`src/rtl/display_pkg.sv`:
```
// display_pkg: shared types and constants for the display sequencer.
//   state_t         RUN / PAUSE / STEP operating state (2-bit encoding)
//   SPEED_W         width of the speed selector (increment = 1 << 4*speed)
//   *_HI / *_LO     counter bit taps routed to each display input
package display_pkg;

  typedef enum logic [1:0] {
    ST_RUN   = 2'd0,
    ST_PAUSE = 2'd1,
    ST_STEP  = 2'd2
  } state_t;

  localparam int SPEED_W = 2;

  localparam int RED_HI = 31;
  localparam int RED_LO = 16;
  localparam int GRN_HI = 30;
  localparam int GRN_LO = 15;
  localparam int SEG_HI = 47;
  localparam int SEG_LO = 16;

endpackage

```
`src/rtl/key_debounce.sv`:
```
// key_debounce: synchronises one raw active-low push-button into clk,
// debounces it and emits a one-cycle pulse on each accepted press.
//   clk    in   clock
//   rst_n  in   asynchronous active-low reset
//   key_n  in   raw button, active-low, asynchronous to clk
//   press  out  one-cycle pulse, 2 + DEBOUNCE_CYCLES + 1 cycles after a stable low
// DEBOUNCE_CYCLES must be at least 3 so the synchroniser's reset fill cannot
// be mistaken for a genuine release (see the arming logic below).
module key_debounce #(
  parameter int DEBOUNCE_CYCLES = 740000
) (
  input  logic clk,
  input  logic rst_n,
  input  logic key_n,
  output logic press
);

  localparam int CW = $clog2(DEBOUNCE_CYCLES + 1);
  localparam logic [CW-1:0] LIMIT = CW'(DEBOUNCE_CYCLES - 1);

  logic          meta;
  logic          sync;
  logic          level;
  logic          level_prev;
  logic          armed;
  logic [CW-1:0] cnt;
  logic          cnt_done;

  assign cnt_done = (cnt == LIMIT);

  always_ff @(posedge clk or negedge rst_n) begin
    if (!rst_n) begin
      meta       <= 1'b1;
      sync       <= 1'b1;
      level      <= 1'b1;
      level_prev <= 1'b1;
      armed      <= 1'b0;
      cnt        <= '0;
      press      <= 1'b0;
    end else begin
      // synchroniser stage
      meta       <= key_n;
      sync       <= meta;
      // edge-detect stage
      level_prev <= level;
      press      <= armed & level_prev & ~level;
      // After reset the key must be seen released for a full debounce window
      // before presses are accepted, so a key held through reset is ignored.
      if (!armed) begin
        if (sync) begin
          if (cnt_done) begin
            armed <= 1'b1;
            cnt   <= '0;
          end else begin
            cnt <= cnt + 1'b1;
          end
        end else begin
          cnt <= '0;
        end
      end else if (sync != level) begin
        if (cnt_done) begin
          level <= sync;
          cnt   <= '0;
        end else begin
          cnt <= cnt + 1'b1;
        end
      end else begin
        cnt <= '0;
      end
    end
  end

endmodule

```
`src/rtl/display_ctrl.sv`:
```
// display_ctrl: owns the display counter and sequences what the LED /
// 7-segment display shows, under control of two debounced push-buttons.
//   clk_video    in   video clock (only clock)
//   reset_n      in   asynchronous active-low reset
//   key_mode_n   in   raw mode button (RUN <-> PAUSE), active-low
//   key_step_n   in   raw step/speed button, active-low
//   frame_start  in   one-cycle pulse at the first pixel of each frame
//   red_leds     out  frame-latched counter[31:16]
//   green_leds   out  frame-latched counter[30:15]
//   segments     out  frame-latched counter[47:16]
//   status       out  {state, speed, 3'b0, heartbeat}, live
module display_ctrl
  import display_pkg::*;
#(
  parameter int DEBOUNCE_CYCLES = 740000,
  parameter int CNT_W           = 48
) (
  input  logic        clk_video,
  input  logic        reset_n,
  input  logic        key_mode_n,
  input  logic        key_step_n,
  input  logic        frame_start,
  output logic [15:0] red_leds,
  output logic [15:0] green_leds,
  output logic [31:0] segments,
  output logic [7:0]  status
);

  state_t             state;
  logic [SPEED_W-1:0] speed;
  logic [CNT_W-1:0]   counter;
  logic [CNT_W-1:0]   inc;
  logic               heartbeat;
  logic               mode_press;
  logic               step_press;

  key_debounce #(.DEBOUNCE_CYCLES(DEBOUNCE_CYCLES)) u_mode (
    .clk   (clk_video),
    .rst_n (reset_n),
    .key_n (key_mode_n),
    .press (mode_press)
  );

  key_debounce #(.DEBOUNCE_CYCLES(DEBOUNCE_CYCLES)) u_step (
    .clk   (clk_video),
    .rst_n (reset_n),
    .key_n (key_step_n),
    .press (step_press)
  );

  // Each speed step multiplies the increment by 16: 1, 16, 256, 4096.
  always_comb begin
    inc = {{(CNT_W-1){1'b0}}, 1'b1} << {speed, 2'b00};
  end

  // Mode press is checked first so it wins over a simultaneous step press.
  always_ff @(posedge clk_video or negedge reset_n) begin
    if (!reset_n) begin
      state   <= ST_RUN;
      speed   <= '0;
      counter <= '0;
    end else begin
      case (state)
        ST_RUN: begin
          counter <= counter + inc;
          if (mode_press) begin
            state <= ST_PAUSE;
          end else if (step_press) begin
            speed <= speed + 1'b1;
          end
        end
        ST_PAUSE: begin
          if (mode_press) begin
            state <= ST_RUN;
          end else if (step_press) begin
            state <= ST_STEP;
          end
        end
        ST_STEP: begin
          counter <= counter + inc;
          state   <= ST_PAUSE;
        end
        default: begin
          state <= ST_RUN;
        end
      endcase
    end
  end

  // frame latch stage: outputs only change at a frame boundary, never mid-frame
  always_ff @(posedge clk_video or negedge reset_n) begin
    if (!reset_n) begin
      red_leds   <= '0;
      green_leds <= '0;
      segments   <= '0;
      heartbeat  <= 1'b0;
    end else if (frame_start) begin
      red_leds   <= counter[RED_HI:RED_LO];
      green_leds <= counter[GRN_HI:GRN_LO];
      segments   <= counter[SEG_HI:SEG_LO];
      heartbeat  <= ~heartbeat;
    end
  end

  assign status = {state, speed, 3'b000, heartbeat};

endmodule

```
`config.mk`:
```
export PLATFORM = sky130hd
export DESIGN_NAME = display_ctrl
export DESIGN_NICKNAME = d
export VERILOG_FILES = /design/src/rtl/display_pkg.sv /design/src/rtl/key_debounce.sv /design/src/rtl/display_ctrl.sv
export SDC_FILE = /design/constraint.sdc
export NUM_CORES = 1
export LEC_CHECK = 0
export ABC_AREA = 1
export CAP_MARGIN = 20
export CORE_ASPECT_RATIO = 0.75
export CORE_MARGIN = 1
export CORE_UTILIZATION = 57
export DETAILED_ROUTE_END_ITERATION = 10
export DONT_BUFFER_PORTS = 1
export GPL_TIMING_DRIVEN = 0
export PLACE_DENSITY = 0.7
export SLEW_MARGIN = 20
export SYNTH_ARGS = -nofsm -noshare
export SYNTH_HDL_FRONTEND = slang
export SYNTH_SLANG_ARGS = --single-unit
```
`constraint.sdc`:
```
create_clock -name clk_video -period 2.35 [get_ports clk_video]
set_input_delay 0.235 -clock clk_video [delete_from_list [all_inputs] [get_ports clk_video]]
set_output_delay 0.235 -clock clk_video [all_outputs]
set_load 0.01 [all_outputs]
```
; ---- Word level (Yosys, flattened, before mapping)
; Cells that the tools add are included.
[totals]
reg_bits = 169
input_bits = 5
[classes]
addsub = 4
eq_ne = 8
shifts = 1
n_mux = 18
n_bitwise = 8
n_reduce_logical = 6
[op_table]
columns = operator, count
row1 = $mux W20, 8
row2 = $add A48 B48 Y48, 1
row3 = $shl A1 B4 Y48 const A, 1
row4 = $add A20 B1 Y20 const B, 2
row5 = $eq A20 B20 Y1 const B, 2
row6 = $reduce_and A3 Y1, 3
row7 = $mux W1, 6
row8 = $mux W2, 3
row9 = $pmux W2 S3, 1
row10 = $and A1 B1 Y1, 4
row11 = $not A1 Y1, 4
row12 = $ne A3 B1 Y1 const B, 1
row13 = $add A2 B1 Y2 const B, 1
row14 = $eq A2 B1 Y1 const B, 1
row15 = $eq A2 B2 Y1 const B, 1
row16 = $logic_not A2 Y1, 1
row17 = $ne A1 B1 Y1, 2
row18 = $ne A2 B1 Y1 const B, 1
row19 = $reduce_and A2 Y1, 1
row20 = $reduce_or A2 Y1, 1

; ---- Logic depth before layout (Yosys ltp)
[logic_depth]
word_depth = 4
mapped_depth = 14
mapped_depth_nobuf = 14

; ---- By module
; Synthesis repeated with hierarchy kept, for this count alone.
[hier_totals]
cells_unflattened = 983
hier_area_um2 = 7847.5
[modules_own_cells]
columns = module, n_inst, cells_each, area_per_inst_um2
row1 = display_ctrl, 1, 625, 4859.7
row2 = key_debounce, 2, 179, 1493.9

; ---- Worst setup path after synthesis
; No wires, ideal clock.
[synth_path]
path_kind = flip-flop to flip-flop
from = reg speed[0]
to = reg counter[38]
setup_ns = 0.117
t_arrival_ns = 1.794
slack_ns = 0.439
path_stages_with_launch = 14
synth_period_minus_slack_ns = 1.911
cell_sequence = dfrtp_1 > inv_1 > ha_1 > ha_1 > ha_1 > nand3_2 > o21ai_2 > nand2_1 > nand2_2 > nand2_2 > nor2_4 > nand2_1 > nand2_1 > nand2_1
[synth_between]
elab_chain_cells = 2
[synth_rtl]
columns = element, line_no
row1 = "start, declared", display_ctrl.sv:30  ; logic [SPEED_W-1:0] speed;
row2 = "start signal, assigned", display_ctrl.sv:69  ; speed <= speed + 1'b1;
row3 = $shl A1 B4 Y48, display_ctrl.sv:53  ; inc = {{(CNT_W-1){1'b0}}, 1'b1} << {speed, 2'b00};
row4 = $add A48 B48 Y48, "display_ctrl.sv:65, display_ctrl.sv:80"
row5 = "end signal, assigned", display_ctrl.sv:65  ; counter <= counter + inc;
row6 = "end signal, assigned", display_ctrl.sv:80  ; counter <= counter + inc;
row7 = "end, declared", display_ctrl.sv:31  ; logic [CNT_W-1:0] counter;
; No other way between the ends.
; A chain may end at the register's enable or synchronous reset.

; ---- Worst setup path in the final report
[layout_path]
from = reg speed[0]
to = reg counter[22]
; Same word-level chain as after synthesis.

==> impl_metrics.json <==
{
  "slew_headroom": 0.462,
  "synthCells": 907,
  "async_flop_share": 1.00,
  "tightest_slew_ns": 0.801,
  "initial_core_util": 0.589,
  "synth_seq_cells": 138,
  "antenna_cells": 0,
  "finClkSkew_ns": 0.00979,
  "antenna_found_initial": 0,
  "max_freq_mhz": 443,
  "crit_path_end_kind": "flip-flop",
  "cp.arrival_ns": 2.60,
  "p_per_area_mw_per_mm2": 653,
  "maxCapViolCount": 0,
  "ant_nets": 0,
  "synth_warnings": 0,
  "dp.cells": 1075,
  "ys_seq_area_frac": 0.476,
  "postCtsHoldBufs": 2,
  "hold_viol": 138,
  "dieArea_mm2": 0.0132,
  "power_mw": 5.33,
  "synth_edf_count": 0,
  "clockRootBuffer": "clkbuf_16",
  "setup_viol": 0,
  "critPathLaunchType": "flip-flop",
  "cts-htree-levels": 4,
  "drt_iter0_markers": 440,
  "grt_pass1_vias": 5815,
  "status": "finished, violations left",
  "cp_slowest_cell": "dfrtp_2",
  "slew_viol_final": 0,
  "crit_type": "reg2reg",
  "fp.coreArea_mm2": 0.0123,
  "postSynthAreaPerCell_um2": 8.01,
  "cp_max_fo": 5,
  "fp-row-count": 35,
  "r2r_cells": 12,
  "final_area_mm2": 0.00816,
  "die-height_um": 99.8,
  "violations": "hold timing",
  "gr-total-overflow": 0,
  "drive_above_1_share": 0.137,
  "num_vias": 6033,
  "viasPerCell": 5.43,
  "nets": 949,
  "final_cell_mix": "210 x nand2_1, 134 x nor2_1, 128 x dfrtp_1",
  "numCtsBuffers": 17,
  "grt_max_degree": 139,
  "drc_errors": 0,
  "fin_crit_ns": 2.26,
  "clk_pin_slew_worst_paths_ns": 0.06,
  "clock_latency_ns": 0.42,
  "required_ns": 2.69,
  "grt_pass1_wl_um": 28300,
  "dp_hpwl_um": 12100,
  "period_share": 0.960,
  "slowest_delay_ns": 0.45,
  "cts_buffer_depth": 2,
  "firstDrtPassIters": 5,
  "synthDistinctLibCells": 44,
  "post-route-util": 0.661,
  "syn-cell-area_mm2": 0.00727,
  "cts_tree": "built",
  "ios": 77,
  "place_area_mm2": 0.00748,
  "hold_ws_ns": -0.486,
  "wire_per_inst_um": 15.3,
  "min_path_type": "in2async",
  "finalNonFillerCells": 1112,
  "die_w_um": 132,
  "ir_drop_mv": 0.552,
  "synthFlopType": "dfrtp_1",
  "final_common_cell": "nand2_1",
  "port_buffers": 0,
  "wl_um": 17100,
  "path_cells": "inv_2, ha_1, ha_1, ha_2, nand3_4, o21ai_4, nand2_1, nand2_2, nand2_2, nor2_4, buf_4, xor2_1",
  "gp_congestion": 0.926,
  "p_leak_nw": 3.73,
  "grtUsageTotal": 0.275,
  "cts_num_sinks": 138,
  "syn2layout_area_growth_pct": 12.2
}
-- power by group --
group | switching [mW] | leakage (nW) | total, mW | internal (mW)
combinational | 0.0923 | 1.61 | 0.174 | 0.0819
clock | 0.970 | 0.285 | 2.66 | 1.69
sequential | 0.0612 | 1.83 | 2.49 | 2.43
total | 1.12 | 3.73 | 5.33 | 4.20
-- flip-flops by register name, indices dropped and copies added (netlist names), 2 cells and up --
register    flops
u_step.cnt     20
u_mode.cnt     20
state           2
segments       17
counter        48
speed           2
red_leds       15
-- worst paths after layout --
| path | start | endpoint | slack [ns] |
|---|---|---|---|
| worst min register to register | u_mode.meta | u_mode.sync | 0.35 |
| worst max register to register | speed[0] | counter[22] | 0.09 |
| worst min-delay path | reset_n | counter[6] | -0.49 |
| min in group clk_video | frame_start | red_leds[2] | 0.31 |
| max in group asynchronous | reset_n | u_mode.sync | 2.58 |
| worst max-delay path | speed[0] | counter[22] | 0.09 |
-- area by class of cell --
| type | count | area, um2 |
|---|---|---|
| well taps | 166 | 208 |
| flip-flops and latches | 138 | 3470 |
| plain buffers | 49 | 330 |
| inverters | 100 | 375 |
| clock buffers | 23 | 458 |
| fillers | 1044 | 4190 |
| clock inverters | 9 | 123 |
| repair buffers | 5 | 42.5 |
| multi-input cells | 622 | 3160 |
-- critical path, delay by kind of cell, from the launching register on --
kind | cells | cell delay (ns)
fa+ha+maj | 3 | 0.57
simple gates | 5 | 0.58
compound gates | 1 | 0.20
flops | 1 | 0.45
buf+inv | 2 | 0.24
xor+xnor | 1 | 0.13
-- synthesized netlist by cell type, types with 2 or more instances --
master | n | area share
nand3b_1 | 5 | 0.0052
nor3_1 | 34 | 0.023
nor2_2 | 4 | 0.0034
xnor2_1 | 12 | 0.014
o21ai_2 | 3 | 0.0036
inv_1 | 89 | 0.046
ha_1 | 11 | 0.019
nand3_1 | 52 | 0.036
buf_4 | 36 | 0.037
nand2_2 | 5 | 0.0043
nand3_2 | 3 | 0.0041
mux2_2 | 6 | 0.0093
nand2_1 | 211 | 0.11
nand4_1 | 37 | 0.032
nor2_1 | 135 | 0.070
inv_2 | 10 | 0.0052
a21oi_1 | 38 | 0.026
buf_2 | 3 | 0.0021
nor3_2 | 2 | 0.0028
o21ai_0 | 9 | 0.0062
clkbuf_1 | 5 | 0.0026
or2_1 | 2 | 0.0017
nor2_4 | 4 | 0.0062
a31oi_1 | 6 | 0.0052
o21ai_1 | 2 | 0.0014
dfstp_2 | 8 | 0.029
dfrtp_1 | 130 | 0.45
or2_0 | 2 | 0.0017
nor3b_1 | 6 | 0.0062
or2_2 | 2 | 0.0017
xor2_1 | 19 | 0.023
buf_1 | 4 | 0.0021
-- cells by family (layout without fill, tap and decap cells) --
group	Yosys count	in the layout	synth area share
AND/OR/NAND/NOR	508	508	0.313
buffers and inverters	149	186	0.0971
flip-flops	138	138	0.476
AO/OA/AOI/OAI	63	63	0.0479
XOR/XNOR	31	31	0.0373
adder cells (fa/ha/maj)	11	11	0.0189
multiplexers	6	6	0.00929
other	1	3	0.000516
-- what timing repair did --
action	CTS	global route
buffers inserted	0	3
hold endpoints to repair	140	138
endpoints found under the setup margin	0	21
resized for setup	0	11
-- per-stage QoR --
stage | setup TNS (ns) | setup slack, ns | hold slack [ns]
floorplan | 0 | 0.439 | -0.0606
global placement | 0 | 0.149 | -0.0573
detailed placement | 0 | 0.0832 | -0.0562
CTS | 0 | 0.0745 | -0.495
global route | -0.0499 | -0.0372 | -0.499
finish | 0 | 0.0938 | -0.486
-- layer usage --
| metal | vias up | wire [um] | global-route usage |
|---|---|---|---|
| li1 | 2933 | - | - |
| met2 | 218 | 7880 | 0.443 |
| met4 | 0 | 338 | 0.106 |
| met1 | 2850 | 7610 | 0.370 |
| met3 | 32 | 1240 | 0.0586 |
| met5 | - | 0 | 0 |
Note: power is estimated with default switching activity, not from simulation.
